<file path="config.mk">
export PLATFORM = sky130hd
export DESIGN_NAME = rollback_ctrl
export DESIGN_NICKNAME = d
export VERILOG_FILES = /design/src/rtl/rb_pkg.sv /design/src/rtl/rb_timer.sv /design/src/rtl/rollback_ctrl.sv
export SDC_FILE = /design/constraint.sdc
export NUM_CORES = 1
export LEC_CHECK = 0
export ABC_AREA = 1
export ABC_CLOCK_PERIOD_IN_PS = 1350
export CORE_MARGIN = 2
export CORE_UTILIZATION = 44
export CTS_CLUSTER_SIZE = 25
export DETAILED_ROUTE_END_ITERATION = 6
export PLACE_DENSITY = 0.86
export SLEW_MARGIN = 20
export SYNTH_ARGS = -nofsm -noshare
export SYNTH_HDL_FRONTEND = slang
export SYNTH_SLANG_ARGS = --single-unit
</file>
<file path="constraint.sdc">
create_clock -name clk -period 1.35 [get_ports clk]
set_input_delay 0.27 -clock clk [delete_from_list [all_inputs] [get_ports clk]]
set_output_delay 0.27 -clock clk [all_outputs]
set_load 0.005 [all_outputs]
</file>
<file path="src/rtl/rb_pkg.sv">
// Shared definitions for the rollback controller: FSM state encoding,
// default timing parameters and register widths. The PC path and the
// bench import this package as well, so the encodings stay consistent.
package rb_pkg;

  // Rollback FSM states. IDLE is encoded as zero so that a cleared state
  // register always means "no rollback in progress".
  typedef enum logic [2:0] {
    ST_IDLE     = 3'd0,
    ST_FLUSH    = 3'd1,
    ST_REDIRECT = 3'd2,
    ST_SETTLE   = 3'd3,
    ST_FATAL    = 3'd4
  } rb_state_e;

  // Default parameter values (cycles / retry attempts).
  localparam int FLUSH_CYCLES_DEF  = 3;
  localparam int SETTLE_CYCLES_DEF = 4;
  localparam int MAX_RETRY_DEF     = 2;

  // Register widths.
  localparam int TIMER_W = 4;   // countdown range 1..15
  localparam int RETRY_W = 3;   // retry range 1..7
  localparam int COUNT_W = 8;   // rollback counter, saturating
  localparam int PC_W    = 32;

  localparam logic [COUNT_W-1:0] COUNT_MAX = '1;

  // Reload value for a countdown that must last 'cycles' cycles: the timer
  // reports done in the cycle its count reaches zero, so it starts at
  // cycles-1.
  function automatic logic [TIMER_W-1:0] timer_load_value(input int cycles);
    return TIMER_W'(cycles - 1);
  endfunction

endpackage : rb_pkg

</file>
<file path="src/rtl/rb_timer.sv">
// 4-bit loadable down-counter used for both the FLUSH hold time and the
// SETTLE guard window. 'done' is high while the count is zero; the counter
// parks at zero until it is reloaded.
module rb_timer
  import rb_pkg::*;
(
  input  logic               clk,
  input  logic               rst,
  input  logic               load,
  input  logic [TIMER_W-1:0] value,
  output logic               done
);

  logic [TIMER_W-1:0] count;

  // Countdown register: load has priority, otherwise decrement to zero.
  always_ff @(posedge clk) begin
    // NOTE: sequential state is always written with <= so every register
    // samples the pre-edge values of its inputs, independent of block order.
    if (rst) begin
      count <= '0;
    end else if (load) begin
      count <= value;
    end else if (count != '0) begin
      count <= count - TIMER_W'(1);
    end
  end

  assign done = (count == '0);

endmodule : rb_timer

</file>
<file path="src/rtl/rollback_ctrl.sv">
// Rollback controller for a TMR-protected pipeline. On a voter mismatch it
// captures the rollback PC, flushes the pipeline, redirects fetch to the
// captured PC and then watches a guard window. Repeated errors on the same
// target are retried a bounded number of times before the block latches a
// sticky fatal condition.
module rollback_ctrl
  import rb_pkg::*;
#(
  parameter int FLUSH_CYCLES  = FLUSH_CYCLES_DEF,
  parameter int SETTLE_CYCLES = SETTLE_CYCLES_DEF,
  parameter int MAX_RETRY     = MAX_RETRY_DEF
) (
  input  logic        clk,
  input  logic        rst,
  input  logic        tmr_error,
  input  logic [31:0] PC_Top_rollback,
  output logic [31:0] pc_out,
  output logic        pc_load,
  output logic        flush,
  output logic        stall,
  output logic        rollback_active,
  output logic        fatal,
  output logic [7:0]  rollback_count
);

  localparam logic [TIMER_W-1:0] FLUSH_LOAD  = timer_load_value(FLUSH_CYCLES);
  localparam logic [TIMER_W-1:0] SETTLE_LOAD = timer_load_value(SETTLE_CYCLES);
  localparam logic [RETRY_W-1:0] RETRY_LIMIT = RETRY_W'(MAX_RETRY);

  rb_state_e          state;
  rb_state_e          next_state;

  logic [PC_W-1:0]    target;
  logic [PC_W-1:0]    pc_out_q;
  logic [RETRY_W-1:0] retry;
  logic [COUNT_W-1:0] count_q;

  // Control decoded by the next-state logic.
  logic               capture;
  logic               retry_inc;
  logic               retry_clr;
  logic               count_inc;
  logic               timer_load;
  logic [TIMER_W-1:0] timer_value;
  logic               timer_done;

  // Shared countdown for the FLUSH hold and the SETTLE guard window; the two
  // phases never overlap, so one counter serves both.
  rb_timer u_timer (
    .clk   (clk),
    .rst   (rst),
    .load  (timer_load),
    .value (timer_value),
    .done  (timer_done)
  );

  // State register.
  always_ff @(posedge clk) begin
    if (rst) begin
      state <= ST_IDLE;
    end else begin
      state <= next_state;
    end
  end

  // Next-state logic and per-transition side-effect strobes.
  always_comb begin
    // NOTE: every signal driven here gets a default first, so no path
    // through the case statement can leave one unassigned and infer a latch.
    next_state  = state;
    capture     = 1'b0;
    retry_inc   = 1'b0;
    retry_clr   = 1'b0;
    count_inc   = 1'b0;
    timer_load  = 1'b0;
    timer_value = FLUSH_LOAD;

    unique case (state)
      ST_IDLE: begin
        if (tmr_error) begin
          next_state  = ST_FLUSH;
          capture     = 1'b1;
          count_inc   = 1'b1;
          timer_load  = 1'b1;
          timer_value = FLUSH_LOAD;
        end
      end

      // Errors here are ignored: the pipeline contents are being discarded.
      ST_FLUSH: begin
        if (timer_done) begin
          next_state = ST_REDIRECT;
        end
      end

      ST_REDIRECT: begin
        next_state  = ST_SETTLE;
        timer_load  = 1'b1;
        timer_value = SETTLE_LOAD;
      end

      // A fresh error wins over the end of the guard window.
      ST_SETTLE: begin
        if (tmr_error) begin
          if (retry < RETRY_LIMIT) begin
            next_state  = ST_FLUSH;
            retry_inc   = 1'b1;
            count_inc   = 1'b1;
            timer_load  = 1'b1;
            timer_value = FLUSH_LOAD;
          end else begin
            next_state = ST_FATAL;
          end
        end else if (timer_done) begin
          next_state = ST_IDLE;
          retry_clr  = 1'b1;
        end
      end

      ST_FATAL: begin
        next_state = ST_FATAL;
      end

      default: begin
        next_state = ST_IDLE;
      end
    endcase
  end

  // Datapath registers: captured target, retry count, rollback counter and
  // the redirect PC.
  always_ff @(posedge clk) begin
    if (rst) begin
      target   <= '0;
      retry    <= '0;
      count_q  <= '0;
      pc_out_q <= '0;
    end else begin
      if (capture) begin
        target <= PC_Top_rollback;
      end

      if (capture) begin
        retry <= RETRY_W'(1);
      end else if (retry_inc) begin
        retry <= retry + RETRY_W'(1);
      end else if (retry_clr) begin
        retry <= '0;
      end

      if (count_inc && (count_q != COUNT_MAX)) begin
        count_q <= count_q + COUNT_W'(1);
      end

      // Load the redirect PC on entry to REDIRECT so it is valid together
      // with pc_load, and holds afterwards.
      if (next_state == ST_REDIRECT) begin
        pc_out_q <= target;
      end
    end
  end

  // Output decode, taken from the state register only.
  always_comb begin
    flush           = (state == ST_FLUSH);
    pc_load         = (state == ST_REDIRECT);
    stall           = (state == ST_FLUSH) || (state == ST_REDIRECT) ||
                      (state == ST_FATAL);
    rollback_active = (state != ST_IDLE);
    fatal           = (state == ST_FATAL);
  end

  assign pc_out         = pc_out_q;
  assign rollback_count = count_q;

endmodule : rollback_ctrl
</file>
# Word-level counts from Yosys, hierarchy flattened

Index checks and enable logic that the tools add are counted.

Input bits: 35
Bits in registers: 82
Output and inout port bits: 45
Word-level logic and storage cells: 50

Add/sub/neg operators: 3
$lt $le $gt $ge: 1
Eq/ne operators: 6
Muxes and demuxes: 22
Reduce and logical (&&, ||, !) cells: 11

Operators with widths:

| operator                                                             | count |
|---|---|
| 3-bit 2-to-1 mux                                                     | 7 |
| 3-bit case mux with 5 select lines                                   | 1 |
| 1-bit 2-to-1 mux                                                     | 10 |
| 3-bit by 2-bit == test with 1-bit output, second input constant      | 3 |
| 8-bit by 1-bit adder with 8-bit output, second input constant        | 1 |
| 4-bit 2-to-1 mux                                                     | 2 |
| 8-bit != test, second input constant                                 | 1 |
| 3-bit nonzero test                                                   | 2 |
| 4-bit logical NOT                                                    | 1 |
| 2-bit nonzero test                                                   | 2 |
| 4-bit nonzero test                                                   | 1 |
| 4-bit by 1-bit subtractor with 4-bit output, second input constant   | 1 |
| 3-bit by 1-bit adder with 3-bit output, second input constant        | 1 |
| 3-bit by 1-bit == test with 1-bit output, second input constant      | 1 |
| 3-bit == test, second input constant                                 | 1 |
| 3-bit logical NOT                                                    | 1 |
| 3-bit by 2-bit < comparator with 1-bit output, second input constant | 1 |
| 1-bit case mux with 3 select lines                                   | 1 |
| 1-bit logical OR                                                     | 2 |
| 1-bit case mux with 2 select lines                                   | 1 |
| 2-bit OR reduction                                                   | 1 |
| 1-bit logical AND                                                    | 1 |

# Logic depth before layout (Yosys ltp)

Depth after elaboration: 7
Gate-level depth with buffers: 10
Gate-level depth less buffers: 9

# Cells and area by module

Synthesis repeated with hierarchy kept, for this count alone.

Cell total of the unflattened synthesis: 442
Area, all modules: 3,417.0 um2

By module, submodules not included:

| module        | instances | seq. area each (um2) | area an instance (um2) | cells an instance |
|---|---|---|---|---|
| rollback_ctrl | 1         | 1,561.5              | 3,169.3                | 402 |
| rb_timer      | 1         | 80.1                 | 247.7                  | 40 |

# Least setup slack after synthesis

Ideal clock, no wire load.

Path type: register to register
From: register u_timer.count[0]
To: register pc_out_q[23], in the netlist pc_out[23]
Setup time: 0.116 ns
Required time: 1.234 ns
Clock period less this slack: 1.391 ns
Stages on the path, launching flop included: 11
Path buffers: 1
Data arrival time: 1.276 ns
Path slack: -0.041 ns
Cells stage by stage: dfxtp_1 inv_1 ha_1 nand2_1 nor2_4 inv_2 nor2_4 inv_2 buf_6 nor2_1 nor2_1

Longest elaborated chain between the ends: 5
Elaborated cells on any way between the ends: 6
Classes of those cells: eq/ne: 1; mux: 4; reduce/logical: 1

Ends and longest elaborated chain:

| what                                       | line                 | source |
|---|---|---|
| start, declared                            | rb_timer.sv:14       | `logic [TIMER_W-1:0] count;` |
| start signal, assigned                     | rb_timer.sv:23       | `count <= value;` |
| start signal, assigned                     | rb_timer.sv:25       | `count <= count - TIMER_W'(1);` |
| 4-bit logical NOT *                        | rb_timer.sv:29       | `assign done = (count == '0);` |
| 3-bit 2-to-1 mux                           | rollback_ctrl.sv:114 | `end else if (timer_done) begin` |
| 3-bit 2-to-1 mux                           | rollback_ctrl.sv:104 | `if (tmr_error) begin` |
| 3-bit case mux with 5 select lines *       | rollback_ctrl.sv:78  | `unique case (state)` |
| 3-bit by 2-bit == test with 1-bit output * | rollback_ctrl.sv:157 | `if (next_state == ST_REDIRECT) begin` |
| end signal, assigned                       | rollback_ctrl.sv:158 | `pc_out_q <= target;` |
| end, declared                              | rollback_ctrl.sv:34  | `logic [PC_W-1:0] pc_out_q;` |

Mark *: on every way between the ends. The rest lies on a longest branch, timed or not.
A chain may end at the register's enable or synchronous reset.

# Worst setup path after layout

From: register u_timer.count[0]
To: register pc_out_q[11], in the netlist pc_out[11]

Same word-level chain as after synthesis.

==> reports/summary.txt <==
Status = finished, violations left
Failing checks = setup timing
Chip height = 90.0 µm
Worst reg2reg path startpoint = u_timer.count[0]
Register area = 1690 µm²
Ant diodes = 0
Area grow syn2layout = 84.7%
Drt wl/cell = 19.3 µm
H-tree Lvls = 3
Syn Area/Cell = 7.65 µm²
Post-route design area = 6000 µm²
Placement Cell Area = 4340 µm²
Largest net degree at the start of global routing = 32
Drt drc = 0
Slew Limit Fails = 0
Clk_lat worst skew = 370 ps
CTS tree = built
Mapped Area = 3250 µm²
Max Cap Viol = 0
Clock buffer count from CTS = 9
Peak VDD IR = 0.000943 V
Via count = 3690
Final wirelength = 12.9 mm
Row count = 31
Drt first pass iters = 5
Hold slack = 385 ps
Buffer depth of the longest clock path = 2
Hold Crit Class = in -> reg
Leading cell type in the layout, fill and taps excluded = dfxtp_1
Critical path, cell by cell = inv_2 -> ha_4 -> nand2_4 -> nor2_4 -> inv_2 -> nor2_4 -> buf_12 -> clkinv_16 -> nor2_4 -> nor2_2
First-pass GRT wire length = 17.7 mm
Core Util, Final = 83.2%
Min-delay src = rst
Data arrival time of the worst path = 1880 ps
Number of distinct library cells after synthesis = 28
Initial antenna violation count = 0
Clock Skews = 14.2 ps
Yosys Warn Count = 0
Grt total ovfl = 0
Initial Util = 45.1%
DP HPWL = 5.78 mm
Seq/Total Area, Yosys = 50.5%
PD cells = 1700 nW/µm²
Reg clk slew, reported paths = 90 ps
Most frequent cells in the layout = 50 x dfxtp_1, 47 x nand2_1, 44 x a21oi_2
Setup-failing EPs final = 86
Final hold vios = 0
Vias per cell = 5.52
Final Wtd Congestion = 0.854
Tcrit/Tclk final = 120%
Synth Instances = 425
Slew margin rel. = 64.5%
WS Path Type = reg -> reg
Multi-input gate area = 2340 µm²
Worst EP required = 1610 ps
Gr usage total = 27.5%
Max Fanout on Critical Path = 8
CTS Root Cell = clkbuf_8
FMAX = 0.619 GHz
Die width = 90.0 µm
Worst slew pin tran = 532 ps
Crit path top cell by count = nor2_4
Fillers = 386
Number of hold buffers added after CTS = 0
Syn Nets = 463
Final #Nets = 602
Slowest stage cell, crit path = dfxtp_2
Starting DRT DRC Count = 203
CTS Sinks = 82
Post-route ant nets = 0
Core ar. = 7210 µm²
Layout cells sized above 1 = 51.5%
Die area = 8090 µm²
Setup WS pre-CTS = -240 ps
Startpoint type of the worst setup path = flop
IO buf count = 79
Minimum clock period = 1610 ps
RSZ-0062 raised after global routing = true
Leak = 2.65 nW
Setup crit start = u_timer.count[0]
Ports = 80
Number of global-route vias before repair = 3657
CP max stage delay = 340 ps
Crit end category = flop
FF+latch count, synth = 82
Setup ws final = -265 ps
==> critical path, delay by kind of cell, from the launching register on <==
family,cells,cell delay (ps)
adders and majority gates,1,160
DFF,1,340
and+or+nand+nor,5,470
buffers and inverters,4,520
==> cells by family (layout without fill, tap and decap cells) <==
kind of cell             Yosys count  after routing  share of synthesized area [%]
XOR/XNOR                           5              5                           1.35
AO/OA/AOI/OAI                     84             84                           13.0
adder cells (fa/ha/maj)            3              3                           1.15
AND/OR/NAND/NOR                  211            212                           27.8
buffers and inverters             40            183                           6.16
flip-flops                        82             82                           50.5
==> timing repair <==
action                                  in CTS  in global routing
pin swaps                                   34                 35
endpoints found under the setup margin     124                 88
gates cloned                                 8                  1
gates resized for setup                    252                137
buffers inserted                            20                  9
==> registers in the layout, indices dropped and copies added, names as in the netlist <==
name            flops
u_timer.count       4
pc_out             32
rollback_count      8
retry               3
target             32
state               3
==> power breakdown <==
| group | leakage (nW) | switching [mW] | total (mW) | internal, mW |
|---|---|---|---|---|
| registers | 0.685 | 0.437 | 3.40 | 2.96 |
| clock network | 0.105 | 0.960 | 2.00 | 1.04 |
| logic | 1.86 | 2.59 | 4.78 | 2.19 |
==> synthesized netlist by cell type <==
cell	n	area share, %
nand2_1	101	12
nand4_4	1	0.65
buf_4	6	1.4
nor2_4	3	1.0
o21ai_1	8	1.2
dfxtp_1	82	51
nand2_4	2	0.69
nor2_2	1	0.19
xor2_1	2	0.54
nand3b_1	1	0.23
nand3_4	1	0.54
nor2_1	78	9.0
ha_1	3	1.2
o21ai_0	27	4.2
inv_2	7	0.81
xnor2_1	3	0.81
clkbuf_1	6	0.69
buf_6	3	1.0
nand3_2	1	0.31
nand2_2	2	0.38
a21oi_1	47	7.2
buf_2	4	0.62
nand3_1	17	2.6
nor3_1	3	0.46
o21bai_1	1	0.23
buf_1	1	0.12
a31oi_1	1	0.19
inv_1	13	1.5
==> final timing paths <==
check / depth (start not counted) / to / slack [ps]
worst min-delay path: 3 / state[2] / 390
worst max-delay path: 10 / pc_out[11] / -260
worst max register to register: 10 / pc_out[11] / -260
worst min register to register: 2 / pc_out[11] / 480
==> per-layer routing <==
layer	wire length [µm]	track usage [%]	vias up	part of all wire [%]
li1	-	-	1650	-
met1	4900	31.5	1796	38
met2	6670	48.4	191	52
met3	787	4.86	53	6.1
met4	505	15.3	0	3.9
met5	0	0	-	0
==> final cells by class <==
class	instances	share of cell area [%]
tap	99	2.06
timing repair inverter	3	1.17
clock inverter	7	1.56
inverter	20	1.94
sequential	82	28.1
clock buffer	9	2.06
timing repair buffer	144	24.2
multi-input combinational	304	38.9
==> per-stage QoR <==
stage / cells / power, mW / TNS, ps
4_1_cts: 662 / 9.18 / -6730
3_5_place_dp: 618 / 6.08 / -13200
2_1_floorplan: 425 / 4.70 / -480
5_1_grt: 668 / 10.6 / -17270
3_3_place_gp: 618 / 5.98 / -10120
6_report: 668 / 10.2 / -13800
No activity file was read; power rests on OpenSTA's default activity.
